File: config.mk
export PLATFORM = sky130hd
export DESIGN_NAME = apb4_ps2_host_tx
export DESIGN_NICKNAME = d
export VERILOG_FILES = /design/src/rtl/apb4_ps2_host_tx.sv
export SDC_FILE = /design/constraint.sdc
export NUM_CORES = 1
export LEC_CHECK = 0
export ABC_AREA = 1
export CAP_MARGIN = 10
export CORE_MARGIN = 5
export CORE_UTILIZATION = 45
export CTS_CLUSTER_DIAMETER = 120
export DETAILED_ROUTE_END_ITERATION = 6
export GPL_TIMING_DRIVEN = 0
export HOLD_SLACK_MARGIN = 0.1
export PLACE_DENSITY = 0.77
export SLEW_MARGIN = 20
export SYNTH_ARGS = -nofsm -noshare
export SYNTH_HDL_FRONTEND = slang
export SYNTH_SLANG_ARGS = --single-unit
File: constraint.sdc
create_clock -name hclk -period 1.65 [get_ports hclk]
set_input_delay 0.165 -clock hclk [delete_from_list [all_inputs] [get_ports hclk]]
set_output_delay 0.165 -clock hclk [all_outputs]
set_load 0.03 [all_outputs]
File: src/rtl/apb4_ps2_host_tx.sv
// rtl/apb4_ps2_host_tx.sv - APB4 PS/2 host-to-device command transmitter
// Optional TX FIFO selected by defining PS2_TX_FIFO_EN; default is a single holding register.
module apb4_ps2_host_tx #(
  parameter int INHIBIT_CYC = 10000,
  parameter int TIMEOUT_CYC = 2000000,
  parameter int FIFO_DEPTH  = 4
) (
  input  logic        hclk,
  input  logic        hreset,
  input  logic [11:0] paddr,
  input  logic        psel,
  input  logic        penable,
  input  logic        pwrite,
  input  logic [31:0] pwdata,
  output logic [31:0] prdata,
  output logic        pready,
  output logic        pslverr,
  input  logic        ps2_clk_i,
  input  logic        ps2_dat_i,
  output logic        ps2_clk_oe,
  output logic        ps2_dat_oe,
  output logic        irq_o
);

  localparam int CNT_MAX = (INHIBIT_CYC > TIMEOUT_CYC) ? INHIBIT_CYC : TIMEOUT_CYC;
  localparam int CW      = $clog2(CNT_MAX + 1);

  typedef enum logic [1:0] {S_IDLE, S_INHIBIT, S_XFER, S_WAIT_HI} state_t;

  state_t      r_state, w_state_nxt;
  logic        r_clk_oe, r_dat_oe, w_clk_oe_nxt, w_dat_oe_nxt;
  logic [CW-1:0] r_cnt;
  logic [3:0]  r_bit;
  logic [7:0]  r_shift;
  logic        r_par;
  logic        r_busy, r_done, r_err, r_nack, r_irqen;
  logic [2:0]  r_clk_sync;
  logic [1:0]  r_dat_sync;

  logic        w_acc, w_wr_tx, w_wr_st, w_wr_ctrl, w_rd;
  logic        w_fall, w_rise, w_tmo;
  logic        w_load, w_set_done, w_set_err, w_set_nack, w_cnt_clr, w_bit_inc;
  logic        w_pend, w_refuse;
  logic [7:0]  w_head;
  logic [1:0]  w_st_ext;
  logic [2:0]  w_w1c;
  logic        w_unused;

  assign w_acc     = psel & penable;
  assign w_wr_tx   = w_acc & pwrite & (paddr[3:2] == 2'd0);
  assign w_wr_st   = w_acc & pwrite & (paddr[3:2] == 2'd1);
  assign w_wr_ctrl = w_acc & pwrite & (paddr[3:2] == 2'd2);
  assign w_rd      = w_acc & ~pwrite;
  assign w_w1c     = w_wr_st ? pwdata[3:1] : 3'b000;
  assign w_unused  = &{1'b0, paddr[11:4], paddr[1:0], pwdata[31:8]};

  assign w_fall = r_clk_sync[2] & ~r_clk_sync[1];
  assign w_rise = ~r_clk_sync[2] & r_clk_sync[1];
  assign w_tmo  = (r_cnt == CW'(TIMEOUT_CYC - 1));

`ifdef PS2_TX_FIFO_EN
  localparam int AW = $clog2(FIFO_DEPTH);
  logic [7:0]  r_fifo [FIFO_DEPTH];
  logic [AW:0] r_wptr, r_rptr;
  logic        w_full, w_empty;

  assign w_full   = (r_wptr[AW] != r_rptr[AW]) && (r_wptr[AW-1:0] == r_rptr[AW-1:0]);
  assign w_empty  = (r_wptr == r_rptr);
  assign w_pend   = ~w_empty;
  assign w_head   = r_fifo[r_rptr[AW-1:0]];
  assign w_refuse = w_full;
  assign w_st_ext = {w_empty, w_full};

  always_ff @(posedge hclk) begin
    if (w_wr_tx && !w_full) r_fifo[r_wptr[AW-1:0]] <= pwdata[7:0];
  end

  always_ff @(posedge hclk or posedge hreset) begin
    if (hreset) begin
      r_wptr <= '0;
      r_rptr <= '0;
    end else begin
      if (w_wr_tx && !w_full) r_wptr <= r_wptr + 1'b1;
      if (w_load)             r_rptr <= r_rptr + 1'b1;
    end
  end
`else
  logic [7:0] r_hold;
  logic       r_pend;

  assign w_pend   = r_pend;
  assign w_head   = r_hold;
  assign w_refuse = r_busy | r_pend;
  assign w_st_ext = 2'b00;

  always_ff @(posedge hclk or posedge hreset) begin
    if (hreset) begin
      r_hold <= '0;
      r_pend <= 1'b0;
    end else if (w_wr_tx && !w_refuse) begin
      r_hold <= pwdata[7:0];
      r_pend <= 1'b1;
    end else if (w_load) begin
      r_pend <= 1'b0;
    end
  end
`endif

  // Data line goes low one cycle before the clock is released so the device sees a clean start.
  always_comb begin
    w_state_nxt  = r_state;
    w_clk_oe_nxt = 1'b0;
    w_dat_oe_nxt = 1'b0;
    w_load       = 1'b0;
    w_set_done   = 1'b0;
    w_set_err    = 1'b0;
    w_set_nack   = 1'b0;
    w_cnt_clr    = 1'b0;
    w_bit_inc    = 1'b0;
    case (r_state)
      S_IDLE: begin
        if (w_pend) begin
          w_load       = 1'b1;
          w_cnt_clr    = 1'b1;
          w_clk_oe_nxt = 1'b1;
          w_state_nxt  = S_INHIBIT;
        end
      end
      S_INHIBIT: begin
        w_clk_oe_nxt = 1'b1;
        w_dat_oe_nxt = (r_cnt == CW'(INHIBIT_CYC - 2));
        if (r_cnt == CW'(INHIBIT_CYC - 1)) begin
          w_clk_oe_nxt = 1'b0;
          w_dat_oe_nxt = 1'b1;
          w_cnt_clr    = 1'b1;
          w_state_nxt  = S_XFER;
        end
      end
      S_XFER: begin
        w_dat_oe_nxt = r_dat_oe;
        if (w_tmo) begin
          w_set_err    = 1'b1;
          w_dat_oe_nxt = 1'b0;
          w_state_nxt  = S_IDLE;
        end else if (w_fall) begin
          w_bit_inc = 1'b1;
          if (r_bit < 4'd8) begin
            w_dat_oe_nxt = ~r_shift[r_bit[2:0]];
          end else if (r_bit == 4'd8) begin
            w_dat_oe_nxt = ~r_par;
          end else if (r_bit == 4'd9) begin
            w_dat_oe_nxt = 1'b0;
          end else begin
            w_dat_oe_nxt = 1'b0;
            w_set_nack   = r_dat_sync[1];
            w_state_nxt  = S_WAIT_HI;
          end
        end
      end
      S_WAIT_HI: begin
        if (w_tmo) begin
          w_set_err   = 1'b1;
          w_state_nxt = S_IDLE;
        end else if (w_rise) begin
          w_set_done  = 1'b1;
          w_state_nxt = S_IDLE;
        end
      end
      default: w_state_nxt = S_IDLE;
    endcase
  end

  always_ff @(posedge hclk or posedge hreset) begin
    if (hreset) begin
      r_state    <= S_IDLE;
      r_clk_oe   <= 1'b0;
      r_dat_oe   <= 1'b0;
      r_cnt      <= '0;
      r_bit      <= '0;
      r_shift    <= '0;
      r_par      <= 1'b0;
      r_busy     <= 1'b0;
      r_done     <= 1'b0;
      r_err      <= 1'b0;
      r_nack     <= 1'b0;
      r_irqen    <= 1'b0;
      r_clk_sync <= 3'b111;
      r_dat_sync <= 2'b11;
    end else begin
      r_clk_sync <= {r_clk_sync[1:0], ps2_clk_i};
      r_dat_sync <= {r_dat_sync[0], ps2_dat_i};
      r_state    <= w_state_nxt;
      r_clk_oe   <= w_clk_oe_nxt;
      r_dat_oe   <= w_dat_oe_nxt;
      if (w_cnt_clr)              r_cnt <= '0;
      else if (r_state != S_IDLE) r_cnt <= r_cnt + CW'(1);
      if (w_load) begin
        r_shift <= w_head;
        r_par   <= ~^w_head;
        r_bit   <= '0;
      end else if (w_bit_inc) begin
        r_bit   <= r_bit + 4'd1;
      end
      r_busy  <= w_load | (r_busy & ~(w_set_done | w_set_err));
      r_done  <= w_set_done | (r_done & ~w_w1c[0]);
      r_err   <= w_set_err  | (r_err  & ~w_w1c[1]);
      r_nack  <= w_set_nack | (r_nack & ~w_w1c[2]);
      if (w_wr_ctrl) r_irqen <= pwdata[0];
    end
  end

  always_comb begin
    prdata = 32'h0;
    if (w_rd) begin
      case (paddr[3:2])
        2'd1:    prdata = {26'h0, w_st_ext, r_nack, r_err, r_done, r_busy};
        2'd2:    prdata = {31'h0, r_irqen};
        default: prdata = 32'h0;
      endcase
    end
  end

  assign pready     = 1'b1;
  assign pslverr    = w_wr_tx & w_refuse;
  assign ps2_clk_oe = r_clk_oe;
  assign ps2_dat_oe = r_dat_oe;
  assign irq_o      = r_irqen & (r_done | r_err);

endmodule
; ---- Word level (Yosys, flattened, before mapping)
; Cells that the tools add are included.
[totals]
word_cells = 125
out_inout_bits = 37
regBits = 57
input_bits = 51
[op_classes]
order_cmp = 2
eq_ne = 17
bitwise_logic = 30
reduce_logical = 11
addsub = 2
mux = 47
[op_table]
columns = cell, count
row1 = $eq 21x14->1 const B, 2
row2 = $mux 21, 2
row3 = $mux 1, 26
row4 = $add 21x1->21 const B, 1
row5 = $eq 21x21->1 const B, 1
row6 = $mux 2, 9
row7 = $ne 3x3->1 const B, 5
row8 = $and 1x1->1, 14
row9 = $mux 4, 3
row10 = $not 1->1, 9
row11 = $eq 4x4->1 const B, 2
row12 = $pmux 2 s4, 1
row13 = $pmux 4 s2, 1
row14 = $reduce_bool 2->1, 4
row15 = $reduce_xnor 8->1, 1
row16 = $or 1x1->1, 7
row17 = $reduce_and 7->1, 1
row18 = $eq 2x2->1 const B, 3
row19 = $pmux 1 s2, 3
row20 = $add 4x1->4 const B, 1
row21 = $eq 2x1->1 const B, 2
row22 = $logic_not 2->1, 2
row23 = $lt 3x4->1 const B, 1
row24 = $lt 4x4->1 const B, 1
row25 = 6 further kinds, 7

; ---- Longest topological paths before layout
; Gate-level depths: netlist of the first run.
[depth]
word_depth = 9
depth_mapped = 12
ltp_nobuf = 12

; ---- Least setup slack after synthesis of the first run
; OpenSTA, ideal clock, no wires.
[synth_path]
path_type = reg-to-reg
start = register r_bit[0]
end = register r_state[1]
path_slack_ns = -0.099
required_ns = 1.532
synth_period_minus_slack_ns = 1.749
path_stages_with_launch = 10
n_path_buf = 1
setup_ns = 0.118
arrival_time_ns = 1.631
path_cell_list = dfrtp_1 clkbuf_1 inv_1 ha_1 o21ai_0 nand2_1 o211ai_1 nand3_1 nand2_1 nand2_1
[synth_via]
elab_chain_cells = 3
elab_cells_between_ends = 7
classes_between = order compare (1) / eq/ne (5) / reduce/logical (1)
[synth_lines]
columns = item, line_no
row1 = "start, declared", 33  ; logic [3:0] r_bit;
row2 = "start signal, assigned", 202  ; r_bit <= r_bit + 4'd1;
row3 = $lt 4x4->1 (tied with other cells), 147  ; if (r_bit < 4'd8) begin
row4 = $ne 3x3->1 (no source line), --
row5 = $reduce_and 7->1 (no source line) *, --
row6 = "end signal, assigned", 192  ; r_state <= w_state_nxt;
row7 = "end, declared", 30  ; state_t r_state, w_state_nxt;
; Every way passes the cells marked *; elsewhere a longest branch is shown, timed or not.
; A chain may end at the register's enable or synchronous reset.

; ---- Final worst setup path of the first run
[layout_path]
start = register r_cnt[17]
end = register r_state[0]
[layout_via]
elab_chain_cells = 3
elab_cells_between_ends = 12
classes_between = eq/ne (8) / mux (3) / reduce/logical (1)
[layout_lines]
columns = item, line_no
row1 = "start, declared", 32  ; logic [CW-1:0] r_cnt;
row2 = "start signal, assigned", 196  ; else if (r_state != S_IDLE) r_cnt <= r_cnt + CW'(1);
row3 = $eq 21x21->1 / $eq 21x14->1 (equally long branches), "59, 132"
row4 = $ne 3x3->1 (no source line) (tied with other cells), --
row5 = $reduce_and 7->1 (no source line) / $pmux 2 s4 (equally long branches), --
; Parallel ways exist; a longest one is shown, timed or not.

==> results of run 1 <==
[state kept, by name, indices dropped and copies added, names as in the netlist, 2 cells and up]
register,cells
r_cnt,21
r_hold,8
r_shift,8
r_bit,4
r_clk_sync,3
r_dat_sync,2
r_state,2
[power by group through the flow]
stage / clock network (mW) / registers [mW] / logic, mW
floorplan: 0 / 1.47 / 0.224
global placement: 0 / 1.47 / 0.297
detailed placement: 0 / 1.47 / 0.302
CTS: 1.21 / 1.45 / 0.295
global route: 1.28 / 1.45 / 0.320
finish: 1.20 / 1.45 / 0.294
[metal layers]
metal	part of all wire, %	track usage, %
met1	43	21.0
met2	48	27.7
met3	6.9	4.00
met4	2.0	6.83
met5	0	0
[cells in the mapped netlist, types with 3 or more instances]
cell	instances	area share [%]
o21ai_0	22	3.1
nand4_1	13	2.3
xnor2_1	8	2.0
a21oi_1	7	1.0
nand2_1	113	12
nand2_2	5	0.89
nand3_2	3	0.86
buf_4	29	6.2
nor2_1	60	6.4
clkbuf_1	3	0.32
o22ai_1	4	0.71
ha_1	12	4.3
nand3_1	25	3.6
dfstp_2	5	3.8
dfrtp_1	52	37
o21ai_1	7	1.0
xor2_1	10	2.5
inv_1	49	5.3
mux2_2	4	1.3
[how the worst max path moves through the flow]
stage                                     start                      to  slack, ps  depth (start not counted)
after floorplan            r_bit[0]$_DFFE_PP0P_  r_state[1]$_DFFE_PP0P_          5                          9
after global placement                   hreset  ps2_dat_oe$_DFFE_PP0P_       -980                          2
after detailed placement               paddr[2]               prdata[0]       -390                          5
after CTS                  r_bit[0]$_DFFE_PP0P_  r_state[0]$_DFFE_PP0P_         -2                          9
after global routing       r_bit[0]$_DFFE_PP0P_  r_state[1]$_DFFE_PP0P_        -60                          9
final                     r_cnt[17]$_DFFE_PP0P_  r_state[0]$_DFFE_PP0P_         50                          8
[logic make-up after synthesis]
| family | Yosys count |
|---|---|
| flops | 57 |
| xor+xnor | 18 |
| mux | 4 |
| buf+inv | 86 |
| fa+ha+maj | 12 |
| simple gates | 229 |
| other cells | 2 |
| compound gates | 49 |
[critical path, stage by stage, from the launching register on]
cell and delay, ps:
dfrtp_1 450, nor2_1 130, nand2_1 80, nor2_2 230
nand3_1 160, a21oi_2 170, nand3_1 120, nand2_1 80
nand2_1 50
[metrics by stage]
stage | std cells | total power, mW | TNS (ps) | area, µm² | setup slack [ps]
final | 639 | 2.94 | 0 | 4370 | 51.5
after global routing | 639 | 3.05 | -236 | 4370 | -57.8
after CTS | 632 | 2.95 | -1.78 | 4240 | -1.78
after detailed placement | 610 | 1.78 | -5950 | 3970 | -388
after global placement | 610 | 1.77 | -57140 | 3970 | -981
after floorplan | 484 | 1.69 | 0 | 3600 | 5.14
[cell type report]
type	count	area, µm²
clock inverters	6	43.8
fillers	663	3270
flip-flops and latches	57	1440
inverters	52	204
well taps	102	128
repair buffers	38	319
plain buffers	33	254
clock buffers	10	138
multi-input cells	341	1850
[repair_timing]
item | 4_1_cts | 5_1_grt
buffers inserted | 7 | 7
endpoints found under the hold margin | 0 | 0
endpoints found under the setup margin | 42 | 39
gates resized for setup | 25 | 35
hold buffers | 0 | 0
gates cloned | 0 | 0
pin swaps | 2 | 3
==> results_dict.tcl, run 1 <==
set metrics [dict create \
    ys_warn_count 0 \
    vias_per_cell 4.98 \
    cts_tree "done" \
    die_x_um 98.2 \
    p_sw_uw 820 \
    start_util_pct 45.8 \
    min_period_ps 1600 \
    nNetsFinal 595 \
    routabilityCongestion 0.897 \
    grt_use_total_pct 16.7 \
    synthXorXnorAreaFrac_pct 4.50 \
    max-slew-margin-rel_pct 53.9 \
    ff2ff_path_depth 8 \
    antenna_left 0 \
    p_int_mw 2.12 \
    drive_above_1_share_pct 21.8 \
    fp.dieH_um 98.2 \
    final_common_cell "nand2_1" \
    path_max_fanout 7 \
    ys_seq_elements 57 \
    cts_sinks 57 \
    insertion_delay_ps 350 \
    period_share_pct 96.9 \
    status "completed" \
    timing.rr.end "r_state[0]$_DFFE_PP0P_" \
    synthSimpleGateAreaFrac_pct 28.6 \
    rsz0062_at_grt "yes" \
    cts-root-buf "clkbuf_8" \
    hold_depth 1 \
    p_seq_share_pct 49.2 \
    maxSlewViolCount 0 \
    antenna_found_initial 0 \
    synthFlopType "dfrtp_1" \
    vdd.ir_drop.worst_mv 0.567 \
    holdPathEnd "r_dat_sync[0]$_DFF_PP1_" \
    synth_edf_count 0 \
    rows 32 \
    pwr-share-clk_pct 40.8 \
    grt_pass1_wl_mm 13.3 \
    drt-total-wl_mm 8.18 \
    swShare_pct 27.8 \
    setup_violations 0 \
    endpoint_kind "register" \
    coreArea_mm2 0.00765 \
    final_cell_mix "nand2_1, nor2_1, dfrtp_1" \
    start_kind "register" \
    n_antenna_cell 0 \
    hp-start "ps2_dat_i" \
    cts_max_path_buffers 2 \
    wl_per_cell_um 12.8 \
    max_freq_mhz 626 \
    r2r_start "r_cnt[17]$_DFFE_PP0P_" \
    dpl.hpwl_mm 5.72 \
    grt_overflow_total 0 \
    syn_area_mm2 0.00350 \
    synth_cell_type_count 39 \
    placement.io_buffers 24 \
    clk_pin_slew_ps 70 \
    finClkSkew_ps 16.8 \
    drt-initial-drc-count 234 \
    arrival_ps 1820 \
    area_growth_pct 24.9 \
    muxShareOfSynthArea_pct 1.29 \
    drc 0 \
    cts_inserted_buffers 9 \
    cellPowerDensity_mw_per_mm2 673 \
    dieArea_mm2 0.00964 \
    avgSynthCellArea_um2 7.66 \
    postSynthCellCount 457 \
    worstSetupPathType "register to register" \
    synth-compound-area-share_pct 7.79 \
    grt_max_degree 58 \
    finish.utilization_pct 57.2 \
    synthArstFlopShare_pct 100 \
    synth-adder-area-share_pct 4.29 \
    comb_power_share_pct 10.0 \
    reg2reg_setup_slack_ps 50 \
    worst_pin_slew_ps 691 \
    ios 88 \
    final_hold_viol_count 0 \
    vias 3185 \
    first_pass_iters 5 \
    critPathRequiredTime_ps 1870 \
    ys_seq_area_share_pct 40.9 \
    leakagePower_nw 2.14 \
    hold_path_class "primary input to register" \
    cap_violations 0 \
    synth_top_family_by_area "simple AND/OR/NAND/NOR gates" \
    htree_levels 3 \
    holdWs_ps 219 \
    grt_pass1_vias 2941 \
]
Power figures use the tool's default switching activity.
==> run 2: changes to the inputs <==
--- a/config.mk
+++ b/config.mk
@@ -11,7 +11,6 @@
 export CORE_UTILIZATION = 45
 export CTS_CLUSTER_DIAMETER = 120
 export DETAILED_ROUTE_END_ITERATION = 6
-export GPL_TIMING_DRIVEN = 0
 export HOLD_SLACK_MARGIN = 0.1
 export PLACE_DENSITY = 0.77
 export SLEW_MARGIN = 20
==> run 2 against run 1 <==
Net effect:
- via count is 3.2% lower
- sequential power about the same
- design area decreased by 1.8%
- sequential share of layout area up 0.70 points
- critical path depth unchanged
- highest routed layer unchanged
- combinational power decreased by 13%
- register-to-register slack got worse by 30 ps
==> results_dict.tcl, run 2 (synthesis gave the netlist of run 1 again) <==
set metrics [dict create \
    fill_cells 686 \
    largestRegisters "r_cnt x21, r_hold x8, r_shift x8" \
    cts-root-buf "clkbuf_8" \
    antenna_left 0 \
    ios 88 \
    arrival_ps 1850 \
    grt_use_total_pct 17.1 \
    die_x_um 98.2 \
    coreArea_mm2 0.00765 \
    first_pass_iters 4 \
    vdd.ir_drop.worst_mv 0.539 \
    grt_max_degree 27 \
    cts_tree "done" \
    antenna_found_initial 0 \
    grt_overflow_total 0 \
    area_growth_pct 22.7 \
    clk_pin_slew_ps 70 \
    grt_pass1_wl_mm 13.6 \
    min_period_ps 1620 \
    placement.io_buffers 24 \
    maxSlewViolCount 0 \
    final_cell_mix "nand2_1, nor2_1, dfrtp_1" \
    final_hold_viol_count 0 \
    start_util_pct 45.8 \
    hold_path_class "primary input to asynchronous set/reset pin" \
    cellPowerDensity_mw_per_mm2 711 \
    power_mw 3.05 \
    top_register "r_cnt" \
    drc 0 \
    period_share_pct 98.4 \
    critPathRequiredTime_ps 1870 \
    htree_levels 3 \
    leakagePower_nw 2.05 \
    dpl.hpwl_mm 5.91 \
    insertion_delay_ps 340 \
    largest_reg_flops 21 \
    ff_latch_area_mm2 0.00144 \
    tns_ps 0 \
    setup_violations 0 \
    endpoint_kind "register" \
    cap_violations 0 \
    hold_buffers 0 \
    routabilityCongestion 0.885 \
    grt_pass1_vias 3048 \
    max_freq_mhz 616 \
    worstSetupPathType "register to register" \
    rows 32 \
    vias 3084 \
    drt-total-wl_mm 8.06 \
    cts_inserted_buffers 9 \
    n_antenna_cell 0 \
    dieArea_mm2 0.00964 \
    nNetsFinal 578 \
    path_max_fanout 5 \
    multi_input_area_mm2 0.00185 \
    fp.dieH_um 98.2 \
    finClkSkew_ps 8.11 \
    start_kind "register" \
    cts_max_path_buffers 2 \
    status "completed" \
    wl_per_cell_um 13.0 \
    drt-initial-drc-count 200 \
    vias_per_cell 4.96 \
    cts_sinks 57 \
    drive_above_1_share_pct 20.2 \
    final_common_cell "nand2_1" \
]
[run 2: worst paths after layout]
path	startpoint	endpoint	slack (ps)	cells past startpoint
max	r_cnt[16]$_DFFE_PP0P_	r_state[0]$_DFFE_PP0P_	30	8
min	hreset	r_bit[1]$_DFFE_PP0P_	100	2
max reg2reg	r_cnt[16]$_DFFE_PP0P_	r_state[0]$_DFFE_PP0P_	30	8
min reg2reg	r_clk_sync[0]$_DFF_PP1_	r_clk_sync[1]$_DFF_PP1_	360	0
max in group asynchronous	hreset	r_clk_sync[1]$_DFF_PP1_	1060	3
min in group hclk	ps2_dat_i	r_dat_sync[0]$_DFF_PP1_	220	1
[run 2: per-stage QoR]
step	utilization, %	std cells	worst slack (ps)	instance area, µm²	hold WS [ps]
final	56.2	622	26.3	4290	98.0
after global routing	56.2	622	-63.7	4290	133
after CTS	54.5	621	0.981	4170	101
after detailed placement	51.7	604	-44.0	3950	348
after global placement	51.7	604	-0.715	3950	347
after floorplan	-	484	5.14	3600	169
[run 2: report_power, final]
group          internal, mW  switching [mW]
combinational        0.0758           0.179
clock                 0.740           0.608
sequential             1.43          0.0190
[run 2: final cells by class]
| cell class | count | share of cell area (%) |
|---|---|---|
| inverters | 52 | 4.66 |
| repair buffers | 53 | 10.9 |
| flip-flops and latches | 57 | 33.5 |
| well taps | 102 | 2.97 |
| repair inverters | 1 | 0.117 |
| clock inverters | 6 | 1.57 |
| clock buffers | 10 | 3.21 |
| multi-input cells | 341 | 43.0 |
[run 2: routing by layer]
metal	share of wire (%)	track usage (%)	vias to the layer above	wire length, µm
met1	44	21.4	1475	3580
met4	1.7	7.77	0	138
met5	0	0	-	0
met3	4.9	2.57	10	395
met2	49	29.3	81	3940
li1	-	-	1518	-
[run 2: critical path, stage by stage, from the launching register on]
cell	delay, ps
dfrtp_1	380
inv_1	120
nand2_1	90
nor3_2	230
nand3_4	150
o211ai_1	170
nand3_1	170
nand2_1	120
nand2_1	60
[run 2: repair_timing]
item	CTS	global route
gates resized for setup	4	33
setup buffers	1	1
gates cloned	0	1
setup endpoints to repair	4	28
pin swaps	4	7
hold endpoints to repair	0	0
